**src/rtl/fetch_sequencer_if.sv**
```systemverilog
// Request/response bundle between decode/branch logic and the fetch sequencer.
// The master drives run-control and jump requests; the slave returns pc, status and counters.
interface fetch_sequencer_if #(
  parameter int PW  = 10,
  parameter int OFW = 8,
  parameter int CW  = 16
);
  logic          start;
  logic          stall;
  logic          abs_jump;
  logic          rel_jump;
  logic [PW-1:0] target;
  logic [OFW-1:0] offset;
  logic          halt;
  logic [PW-1:0] pc;
  logic          running;
  logic          done;
  logic [CW-1:0] cycle_count;
  logic [CW-1:0] instr_count;

  modport master (
    output start, stall, abs_jump, rel_jump, target, offset, halt,
    input  pc, running, done, cycle_count, instr_count
  );
  modport slave (
    input  start, stall, abs_jump, rel_jump, target, offset, halt,
    output pc, running, done, cycle_count, instr_count
  );
endinterface

```
**src/rtl/fetch_sequencer.sv**
```systemverilog
// PC register plus IDLE/RUN/HALTED run control, with jumps, stall and
// saturating cycle / retired-instruction counters.
module fetch_sequencer #(
  parameter int            PW         = 10,
  parameter int            OFW        = 8,
  parameter logic [PW-1:0] START_ADDR = '0,
  parameter int            CW         = 16
) (
  input logic               clk,
  input logic               reset,
  fetch_sequencer_if.slave  bus
);
  typedef enum logic [1:0] {
    IDLE   = 2'b00,
    RUN    = 2'b01,
    HALTED = 2'b10
  } state_t;

  state_t state;

  logic signed [OFW-1:0] ofs;
  logic [PW-1:0]         rel_tgt;

  assign ofs     = bus.offset;
  // Sign-extending cast; the PW-bit sum wraps naturally in both directions.
  assign rel_tgt = bus.pc + PW'(ofs);

  assign bus.running = (state == RUN);

  function automatic logic [CW-1:0] sat_inc(input logic [CW-1:0] v);
    return (&v) ? v : v + CW'(1);
  endfunction

  always_ff @(posedge clk) begin
    if (reset) begin
      state           <= IDLE;
      bus.pc          <= START_ADDR;
      bus.done        <= 1'b0;
      bus.cycle_count <= '0;
      bus.instr_count <= '0;
    end else begin
      case (state)
        IDLE: begin
          bus.pc <= START_ADDR;
          if (bus.start) state <= RUN;
        end
        RUN: begin
          bus.cycle_count <= sat_inc(bus.cycle_count);
          if (bus.halt) begin
            state           <= HALTED;
            bus.done        <= 1'b1;
            bus.instr_count <= sat_inc(bus.instr_count);
          end else if (!bus.stall) begin
            bus.instr_count <= sat_inc(bus.instr_count);
            if (bus.abs_jump)      bus.pc <= bus.target;
            else if (bus.rel_jump) bus.pc <= rel_tgt;
            else                   bus.pc <= bus.pc + PW'(1);
          end
        end
        HALTED: begin
          if (bus.start) begin
            state           <= RUN;
            bus.pc          <= START_ADDR;
            bus.done        <= 1'b0;
            bus.cycle_count <= '0;
            bus.instr_count <= '0;
          end
        end
        default: begin
          // Unreachable encoding: recover to IDLE cleanly.
          state    <= IDLE;
          bus.pc   <= START_ADDR;
          bus.done <= 1'b0;
        end
      endcase
    end
  end
endmodule

```
**src/flat_wrapper.sv**
```systemverilog
// flat-port wrapper written by rule: the top's interface ports become plain ports
module fetch_sequencer_flat 
#(
  parameter int            PW         = 10,
  parameter int            OFW        = 8,
  parameter logic [PW-1:0] START_ADDR = '0,
  parameter int            CW         = 16
)
  (clk, reset, bus_start, bus_stall, bus_abs_jump, bus_rel_jump, bus_target, bus_offset, bus_halt, bus_pc, bus_running, bus_done, bus_cycle_count, bus_instr_count);
  fetch_sequencer_if #(.PW(PW), .OFW(OFW), .CW(CW)) bus_i ();
  input logic clk;
  input logic reset;
  input wire logic [$bits(bus_i.start)-1:0] bus_start;
  input wire logic [$bits(bus_i.stall)-1:0] bus_stall;
  input wire logic [$bits(bus_i.abs_jump)-1:0] bus_abs_jump;
  input wire logic [$bits(bus_i.rel_jump)-1:0] bus_rel_jump;
  input wire logic [$bits(bus_i.target)-1:0] bus_target;
  input wire logic [$bits(bus_i.offset)-1:0] bus_offset;
  input wire logic [$bits(bus_i.halt)-1:0] bus_halt;
  output wire logic [$bits(bus_i.pc)-1:0] bus_pc;
  output wire logic [$bits(bus_i.running)-1:0] bus_running;
  output wire logic [$bits(bus_i.done)-1:0] bus_done;
  output wire logic [$bits(bus_i.cycle_count)-1:0] bus_cycle_count;
  output wire logic [$bits(bus_i.instr_count)-1:0] bus_instr_count;
  assign bus_i.start = bus_start;
  assign bus_i.stall = bus_stall;
  assign bus_i.abs_jump = bus_abs_jump;
  assign bus_i.rel_jump = bus_rel_jump;
  assign bus_i.target = bus_target;
  assign bus_i.offset = bus_offset;
  assign bus_i.halt = bus_halt;
  assign bus_pc = bus_i.pc;
  assign bus_running = bus_i.running;
  assign bus_done = bus_i.done;
  assign bus_cycle_count = bus_i.cycle_count;
  assign bus_instr_count = bus_i.instr_count;
  fetch_sequencer #(.PW(PW), .OFW(OFW), .START_ADDR(START_ADDR), .CW(CW)) u_core (.clk(clk), .reset(reset), .bus(bus_i));
endmodule
```
**config.mk**
```make
export PLATFORM = sky130hd
export DESIGN_NAME = fetch_sequencer_flat
export DESIGN_NICKNAME = d
export VERILOG_FILES = /design/src/rtl/fetch_sequencer_if.sv /design/src/rtl/fetch_sequencer.sv /design/src/flat_wrapper.sv
export SDC_FILE = /design/constraint.sdc
export NUM_CORES = 1
export LEC_CHECK = 0
export ABC_CLOCK_PERIOD_IN_PS = 2900
export CAP_MARGIN = 10
export CORE_UTILIZATION = 45
export DETAILED_ROUTE_END_ITERATION = 10
export PLACE_DENSITY = 0.75
export SYNTH_ARGS = -nofsm -noshare
export SYNTH_HDL_FRONTEND = slang
export SYNTH_SLANG_ARGS = --single-unit
```
**constraint.sdc**
```tcl
create_clock -name clk -period 2.9 [get_ports clk]
set_input_delay 0.725 -clock clk [delete_from_list [all_inputs] [get_ports clk]]
set_output_delay 0.725 -clock clk [all_outputs]
set_load 0.01 [all_outputs]
```
Word level (Yosys, flattened, before mapping)
Cells that the tools add are included.

Flip-flop bits (word level): 45. Input bits: 25. Output and inout bits: 44. Word-level logic and storage cells: 48.

Add/subtract/negate cells: 4. Eq/ne operators: 9. Mux-type cells: 19. Bitwise gates (word level): 1. Reduce and logical (&&, ||, !) cells: 10.

Operators with widths (count): $mux 16 (5); $pmux 16 s2 (2); $mux 10 (5); $add 16x1->16 const B (2); $reduce_and 16->1 (2); $pmux 10 s2 (1); $reduce_and 3->1 (4); $add 10x1->10 const B (1); $add 10x10->10 (1); $ne 2x2->1 const B (5); $mux 2 (2); $pmux 2 s2 (1); $ne 3x3->1 const B (1); $pmux 1 s3 (1); $eq 2x1->1 const B (1); $eq 2x2->1 const B (1); $logic_not 2->1 (1); $mux 1 (2); $ne 2x1->1 const B (1); $reduce_and 2->1 (1); $reduce_bool 2->1 (1); $reduce_or 2->1 (1); $not 1->1 (1).

Depth between registers and ports, before layout
Depth after elaboration: 6. Mapped depth: 9. Depth with buffers taken out: 8.

Least setup slack after synthesis
Ideal clock, no wire load.

Path type: input to register. Start point: input port bus_offset[0]. End point: register u_core.bus.pc[8]. Library setup time: 0.095 ns. Arrival time: 2.376 ns. Data required time: 2.805 ns. Setup slack: 0.428 ns. Stages: 8. Path buffers: 0. Cells stage by stage: nand2b_1 -> ha_1 -> fa_1 -> a21oi_1 -> o211ai_1 -> a221oi_1 -> xor2_1 -> a221oi_1.

Longest elaborated chain between the ends: 6.

RTL lines: from (decl) (line flat_wrapper.sv:18) `input wire logic [$bits(bus_i.offset)-1:0] bus_offset;`; $add 10x10->10 (line fetch_sequencer.sv:26) `assign rel_tgt = bus.pc + PW'(ofs);`; $mux 10 (line fetch_sequencer.sv:56) `else if (bus.rel_jump) bus.pc <= rel_tgt;`; $mux 10 (line fetch_sequencer.sv:55) `if (bus.abs_jump) bus.pc <= bus.target;`; $mux 10 (line fetch_sequencer.sv:53) `end else if (!bus.stall) begin`; $mux 10 (line fetch_sequencer.sv:49) `if (bus.halt) begin`; $pmux 10 s2 (line fetch_sequencer.sv:42) `case (state)`; to (signal assigned) (line fetch_sequencer.sv:55); to (signal assigned) (line fetch_sequencer.sv:56); to (signal assigned) (line fetch_sequencer.sv:57) `else bus.pc <= bus.pc + PW'(1);`; to (decl) (line fetch_sequencer_if.sv:27) `output pc, running, done, cycle_count, instr_count`.

No other way between the ends. The select of a mux whose other input is x is not followed. A chain may end at the register's enable or synchronous reset.

Worst setup path after layout
Start point: input port bus_rel_jump. End point: register u_core.bus.pc[8].

Longest elaborated chain between the ends: 5.

RTL lines: from (decl) (line flat_wrapper.sv:16) `input wire logic [$bits(bus_i.rel_jump)-1:0] bus_rel_jump;`; $mux 10 (line fetch_sequencer.sv:56); $mux 10 (line fetch_sequencer.sv:55); $mux 10 (line fetch_sequencer.sv:53); $mux 10 (line fetch_sequencer.sv:49); $pmux 10 s2 (line fetch_sequencer.sv:42).

No other way between the ends. The select of a mux whose other input is x is not followed.

==> flow_summary.json <==
{
  "outcome": "complete, no violations",
  "fin_util": 0.618,
  "worst_hold_slack_ns": 0.510,
  "p_int_mw": 0.937,
  "p_clk_frac": 0.298,
  "grt_pass1_vias": 2567,
  "cp_data_arrival_time_ns": 2.99,
  "track_usage": 0.227,
  "die_w_um": 79.9,
  "synth-edff-count": 0,
  "rows": 28,
  "cap_violations": 0,
  "overflow": 0,
  "synth_top_area_frac": 0.330,
  "cts_inserted_buffers": 5,
  "layout_common_cells": "clkdlybuf4s50_1, dfxtp_1, nor2_1",
  "cts_sinks": 45,
  "finalCritPeriodShare": 0.958,
  "finClkSkew_ns": 0.0103,
  "portBuffers": 68,
  "powerDensity_mw_per_mm2": 363,
  "syn_to_final_growth_pct": 33.1,
  "drive_gt1_frac": 0.0678,
  "start_util": 0.464,
  "min_path_cells": 2,
  "power.share.sequential": 0.496,
  "synth_top_area_cell": "dfxtp_1",
  "worstPathRequired_ns": 3.11,
  "fmax_mhz": 360,
  "path_cells": "clkdlybuf4s50_1 -> nand2b_1 -> ha_1 -> fa_1 -> a21oi_1 -> o211ai_1 -> a221oi_1 -> xor2_1 -> a221oi_1",
  "clk_pin_slew_ns": 0.09,
  "ys_types": 52,
  "power_leakage_nw": 1.31,
  "gp_congestion": 0.912,
  "grt_pass1_wl_um": 11500,
  "core_area_mm2": 0.00589,
  "cts_resized": 0,
  "cts-root-buf": "clkbuf_8",
  "grt_max_degree": 20,
  "cts.htree.levels": 2,
  "swShare": 0.291,
  "ys_top_cells_by_area": "dfxtp_1, ha_1, nor2_1",
  "n_antenna_cell": 0,
  "drc": 0,
  "ys_seq_elements": 45,
  "crit_type": "in2reg",
  "crit_fanout": 3,
  "first_pass_iters": 4,
  "fin_tns_setup_ns": 0,
  "seq_area_frac_synth": 0.330,
  "postCtsHoldBufs": 0,
  "p_comb_frac": 0.206,
  "dpl.hpwl_um": 5280,
  "synth-main-ff-cell": "dfxtp_1",
  "syn_inst": 337,
  "rsz0062_at_grt": "no",
  "ir_drop_mv": 0.208,
  "viasPerCell": 5.72,
  "die-area_mm2": 0.00639,
  "cts_tree": "done",
  "maxSlewHeadroom": 0.644,
  "avgSynthCellArea_um2": 8.11,
  "antenna_found_initial": 0,
  "cts_setup_buffers": 0,
  "hold_path_class": "reg2reg",
  "nNetsFinal": 452,
  "reg2regPathDepth": 7,
  "syn_area_mm2": 0.00273,
  "dp_cells": 480,
  "fp.dieH_um": 79.9,
  "finalMaxSlewViolations": 0,
  "fin_crit_ns": 2.78,
  "vias": 2792,
  "layout_commonest_cell": "clkdlybuf4s50_1",
  "tightest_slew_ns": 0.535,
  "finalNonFillerCells": 488,
  "clock_latency_ns": 0.30,
  "async_reset_ff_frac": 0,
  "io_pins": 69,
  "wire_per_inst_um": 14.5,
  "crit_top_cell": "a221oi_1",
  "cpPeakStageDelay_ns": 0.51,
  "antenna_left": 0,
  "hold_violations": 0,
  "power.switching_mw": 0.384,
  "drtIter0Drc": 176,
  "syn_nets": 377,
  "synth.yosys.warnings": 0,
  "finalSetupViolCount": 0,
  "crit_slowest_cell": "clkdlybuf4s50_1",
  "clockBufferDepth": 2,
  "endpoint_kind": "flip-flop",
  "wl_um": 7090,
  "start_kind": "input pin"
}
[power by group through the flow]
stage | Clock [mW] | Sequential (mW) | Combinational (mW)
final | 0.394 | 0.655 | 0.272
after CTS | 0.410 | 0.655 | 0.273
after global placement | 0 | 0.669 | 0.264
after detailed placement | 0 | 0.670 | 0.271
after floorplan | 0 | 0.672 | 0.151
after global routing | 0.431 | 0.658 | 0.299
[kinds of logic (layout without fill, tap and decap cells)]
kind of cell    count (synthesis)  count (layout)  synth area share
simple gates                  151             151             0.292
xor+xnor                       20              20            0.0641
compound gates                 75              75             0.174
flops                          45              45             0.330
fa+ha+maj                      15              15            0.0714
buf+inv                        21              97            0.0311
mux                            10              10            0.0371
[registers in the layout (all words and copies together), names as in the netlist]
signal	flops
u_core.bus.instr_count	16
u_core.bus.done	1
u_core.bus.cycle_count	16
u_core.state	2
u_core.bus.pc	10
[through the flow]
step	setup WS [ns]	total power [mW]	area (um2)
CTS	0.106	1.34	3640
global route	0.0563	1.39	3640
finish	0.121	1.32	3640
detailed placement	-0.224	0.941	3550
global placement	-0.164	0.933	3550
floorplan	0.428	0.824	2730
[worst paths after layout]
kind | startpoint | endpoint | slack, ns
worst max-delay path | bus_rel_jump | u_core.bus.pc[8] | 0.12
worst min-delay path | u_core.bus.instr_count[15] | u_core.bus.instr_count[15] | 0.51
worst max register to register | u_core.state[0] | u_core.bus.pc[9] | 0.62
worst min register to register | u_core.bus.instr_count[15] | u_core.bus.instr_count[15] | 0.51
[synthesized netlist by cell type (5+ instances only)]
library cell / n
a211oi_1: 5
a21oi_1: 26
and2_1: 8
and3_1: 6
and4_1: 5
buf_2: 5
clkbuf_1: 6
dfxtp_1: 45
ha_1: 14
inv_1: 9
mux2i_1: 9
nand2_1: 27
nand2b_1: 6
nand3_1: 18
nand4_1: 7
nor2_1: 38
nor2b_1: 5
nor3_1: 9
nor4_1: 5
o21ai_0: 14
xnor2_1: 10
xor2_1: 10
[area by class of cell]
| type | instances | area [um2] |
|---|---|---|
| Tap cell | 75 | 93.8 |
| Clock buffer | 5 | 68.8 |
| Clock inverter | 3 | 22.5 |
| Timing Repair Buffer | 80 | 771 |
| Sequential cell | 45 | 901 |
| Multi-Input combinational cell | 271 | 1750 |
| Inverter | 9 | 33.8 |
| Fill cell | 539 | 2250 |
[layer usage]
metal / up-vias / track usage / wire length [um]
met2: 86 / 0.367 / 3240
li1: 1392 / - / -
met1: 1302 / 0.312 / 3330
met5: - / 0 / 0
met3: 12 / 0.0366 / 425
met4: 0 / 0.0589 / 85
[critical path, delay by kind of cell]
kind	cells	cell delay, ns
AOI/OAI and AO/OA	4	0.94
xor gates and xnor gates	1	0.12
adders and majority gates	2	0.61
buffers and inverters	1	0.51
and+or+nand+nor	1	0.08
(Power assumes the default switching activity.)
==> RTL change 1: new RTL, config.mk and constraints unchanged <==
The 3 states of `state_t` get a one-hot encoding in 3 bits.
--- a/src/rtl/fetch_sequencer.sv
+++ b/src/rtl/fetch_sequencer.sv
@@ -12,6 +12,6 @@
 );
-  typedef enum logic [1:0] {
-    IDLE   = 2'b00,
-    RUN    = 2'b01,
-    HALTED = 2'b10
+  typedef enum logic [2:0] {
+    IDLE   = 3'b001,
+    RUN    = 3'b010,
+    HALTED = 3'b100
   } state_t;
Formal check against the unedited RTL: no difference found for any inputs over 10 cycles, from zero or initial values and one cycle with reset high; not proved beyond that.
==> RTL change 1 against the original RTL <==
- highest routed layer unchanged
- count of clock-buffer cells in the layout unchanged
- clock power rose by 25%
- setup slack improved by 0.053 ns
- non-clock buffer count up 5
- synthesized cell count grew 3.0%
- area after synthesis up 6.3%
- power down 3.5%
- sequential cell count increased by 1
- global-route usage grew 0.20 points
- hold slack worse by 0.023 ns
- cell area increased by 5.2%
- routed wire length is 7.1% higher
- largest cell class unchanged
==> RTL change 1: results <==
INSERT INTO impl_metrics (metric_group, metric, value, unit) VALUES
('place', 'place_worst_setup_slack', '-0.0715', 'ns'),
('setup_path', 'critPathTopFamily', 'buffers and inverters', ''),
('setup_path', 'critPathSlowestCell', 'sky130_fd_sc_hd__dfxtp_1', ''),
('run_status', 'status', 'complete, no violations', ''),
('place', 'post_dp_cell_area', '0.00372', 'mm^2'),
('global_routing', 'global_route_wire_length_before_repair', '11800', 'um'),
('setup_path', 'worst_r2r_endpoint', 'u_core.bus.pc[5]', ''),
('setup_path', 'rr_worst_depth', '6', ''),
('global_routing', 'use_met3', '3.63', '%'),
('yosys', 'sequential_to_total_area_share_from_yosys_stat', '31.7', '%'),
('yosys', 'yosysUniqueCellTypes', '66', ''),
('yosys', 'synth_common_cells', 'sky130_fd_sc_hd__dfxtp_1, sky130_fd_sc_hd__nand2_1, sky130_fd_sc_hd__a21oi_1', ''),
('detailed_routing', 'dr_total_vias', '2949', ''),
('timing', 'clock.fmax', '367', 'MHz'),
('final_layout', 'proportion_of_layout_cells_with_a_drive_suffix_above_1', '9.88', '%'),
('setup_path', 'worst_setup_path_endpoint', 'bus_running', ''),
('yosys', 'mappedNetlistNets', '384', ''),
('setup_path', 'setup.reg_to_reg.worst_slack', '0.69', 'ns'),
('global_routing', 'grt_util_all_layers', '22.9', '%'),
('place', 'routabilityCongestion', '0.853', '');
## RTL change 1: cell types whose count changed after synthesis, sizes merged, moves of 8 or more
cell	change
nand2	+8
nor2	-13
o211ai	+8
or3	+10
or4	+8
xor2	-8
## RTL change 1: final cells by class
class                           count  area (um^2)  area share, %
Inverter                            9         35.0          0.916
Tap cell                           75         93.8           2.45
Clock inverter                      3         40.0           1.05
Timing Repair Buffer               85          821           21.5
Clock buffer                        5         68.8           1.80
Sequential cell                    46          921           24.1
Multi-Input combinational cell    277         1850           48.3
## RTL change 1: power by group
group	total, mW	leakage [nW]	internal, mW	switching (mW)
Sequential	0.641	0.371	0.635	0.00624
Combinational	0.143	0.927	0.0716	0.0715
Clock	0.491	0.0579	0.254	0.237
## RTL change 1: how the worst min path moves through the flow
| stage | startpoint | endpoint | slack (ns) | cells past startpoint |
|---|---|---|---|---|
| floorplan | u_core.bus.pc[0] | u_core.bus.pc[0] | 0.49 | 2 |
| global placement | u_core.bus.pc[0] | u_core.bus.pc[0] | 0.47 | 2 |
| detailed placement | u_core.bus.pc[0] | u_core.bus.pc[0] | 0.48 | 2 |
| CTS | u_core.bus.pc[0] | u_core.bus.pc[0] | 0.49 | 2 |
| global route | u_core.bus.pc[0] | u_core.bus.pc[0] | 0.51 | 2 |
| finish | u_core.bus.pc[2] | u_core.bus.pc[2] | 0.49 | 2 |
## RTL change 1: per-stage QoR
step,setup TNS [ns],std cells
2_1_floorplan,0,347
3_3_place_gp,-0.0460,492
3_5_place_dp,-0.127,492
4_1_cts,0,500
5_1_grt,0,500
6_report,0,500
## RTL change 1: logic make-up after synthesis
kind of cell / Yosys count / synth area share [%]
mux: 4 / 1.38
flops: 46 / 31.7
buf+inv: 24 / 4.70
simple gates: 161 / 32.9
compound gates: 89 / 20.6
fa+ha+maj: 12 / 5.43
xor+xnor: 11 / 3.32
## RTL change 1: routing by layer
metal | vias to the layer above | wire length (um)
met2 | 85 | 3550
met3 | 7 | 423
met1 | 1398 | 3550
met4 | 0 | 72
met5 | - | 0
li1 | 1459 | -
## RTL change 1: tightest hold or removal path, cell delays in order, from the launching register on
cell and delay, ns:
sky130_fd_sc_hd__dfxtp_1 0.34, sky130_fd_sc_hd__nand2_1 0.06, sky130_fd_sc_hd__a21oi_1 0.05
==> RTL change 2: new RTL, same settings <==
Without the edit above. `PW` is set to 10 in 3 places; all go to 11.
--- a/src/rtl/fetch_sequencer_if.sv
+++ b/src/rtl/fetch_sequencer_if.sv
@@ -3,3 +3,3 @@
 interface fetch_sequencer_if #(
-  parameter int PW  = 10,
+  parameter int PW  = 11,
   parameter int OFW = 8,
--- a/src/rtl/fetch_sequencer.sv
+++ b/src/rtl/fetch_sequencer.sv
@@ -3,3 +3,3 @@
 module fetch_sequencer #(
-  parameter int            PW         = 10,
+  parameter int            PW         = 11,
   parameter int            OFW        = 8,
--- a/src/flat_wrapper.sv
+++ b/src/flat_wrapper.sv
@@ -3,3 +3,3 @@
 #(
-  parameter int            PW         = 10,
+  parameter int            PW         = 11,
   parameter int            OFW        = 8,
Ports: changed (resized bus_pc and bus_target); port bits go from 69 to 71. The function was not compared with the original's and may differ.
==> RTL change 2 against the original RTL <==
- sequential share of layout area is 0.20 points higher
- area after synthesis is 2.4% lower
- routed wire length is 8.2% lower
- hold slack better by 0.0077 ns
- cell area is 1.4% higher
- non-clock buffer count is 12 higher
- setup slack better by 0.088 ns
- power is 2.3% higher
- sequential cell count is 1 higher
- combinational power is 2% higher
- critical path type unchanged
- largest power group unchanged
==> RTL change 2: results <==
INSERT INTO impl_metrics (metric_group, metric, value, unit) VALUES
('place', 'routabilityCongestion', '0.909', ''),
('final_layout', 'final_layout_net_count', '448', ''),
('pwr', 'power.ir.vdd_worst', '0.260', 'mV'),
('setup_path', 'reg_to_reg_critical_path_startpoint', 'u_core.state[1]', ''),
('detailed_routing', 'via_per_inst', '5.43', ''),
('run_status', 'status', 'complete, no violations', ''),
('yosys', 'mappedNetlistNets', '358', ''),
('place', 'place.detailed.hpwl', '5080', 'um'),
('global_routing', 'globalRouteMet1Util', '26.9', '%'),
('final_layout', 'layout_top_registers', 'u_core.bus.cycle_count (16), u_core.bus.instr_count (16), u_core.bus.pc (11)', ''),
('yosys', 'synthTopCellsByArea', 'sky130_fd_sc_hd__dfxtp_1, sky130_fd_sc_hd__xor2_1, sky130_fd_sc_hd__ha_1', ''),
('detailed_routing', 'post_drt_wl_per_cell', '13.6', 'um'),
('detailed_routing', 'dr.first_iter.drc_count', '98', ''),
('yosys', 'synth_adder_area_share', '7.79', '%'),
('yosys', 'sequential_to_total_area_share_from_yosys_stat', '34.5', '%'),
('global_routing', 'globalRouteMet2Util', '37.8', '%'),
('setup_path', 'cp.arrival', '2.86', 'ns'),
('global_routing', 'grt_start_max_net_pins', '17', ''),
('final_layout', 'num-fill-cells', '476', ''),
('place', 'place_worst_setup_slack', '-0.411', 'ns');
## RTL change 2: changes by cell type after synthesis, moves of 6 or more
cell                      before  now
sky130_fd_sc_hd__a21o_1        0    7
sky130_fd_sc_hd__a21oi_1      26   18
sky130_fd_sc_hd__mux2i_1       9    3
sky130_fd_sc_hd__nand2_1      27   15
sky130_fd_sc_hd__nand4_1       7   14
sky130_fd_sc_hd__xor2_1       10   23
## RTL change 2: metrics by stage
stage          util, %  instances  power, mW
2_1_floorplan        -        316      0.835
3_3_place_gp      63.9        471      0.954
3_5_place_dp      63.9        471      0.962
4_1_cts           65.6        479       1.36
5_1_grt           65.8        479       1.42
6_report          65.8        479       1.35
## RTL change 2: repair_timing
action / 4_1_cts / 5_1_grt
buffers inserted: 0 / 0
endpoints found under the setup margin: 2 / 2
endpoints found under the hold margin: 0 / 0
pin swaps: 0 / 1
gates resized for setup: 2 / 2
## RTL change 2: report_power, final
| part | internal [mW] | switching, mW |
|---|---|---|
| combinational | 0.141 | 0.137 |
| clock | 0.192 | 0.212 |
| sequential | 0.649 | 0.0209 |
| total | 0.982 | 0.370 |
## RTL change 2: layout make-up
| class | instances | area [um^2] | area share (%) |
|---|---|---|---|
| clock buffers | 6 | 82.6 | 2.24 |
| clock inverters | 2 | 12.5 | 0.339 |
| inverters | 9 | 33.8 | 0.916 |
| multi-input cells | 252 | 1680 | 45.7 |
| flip-flops and latches | 46 | 921 | 25.0 |
| well taps | 72 | 90.1 | 2.44 |
| repair buffers | 92 | 865 | 23.4 |
## RTL change 2: path summary, 6_finish.rpt
check	slack [ns]	to	cells after the start
setup / recovery	0.21	u_core.bus.pc[10]	11
hold / removal	0.52	u_core.bus.cycle_count[13]	2
setup reg to reg	0.74	u_core.bus.cycle_count[15]	7
hold reg to reg	0.52	u_core.bus.cycle_count[13]	2
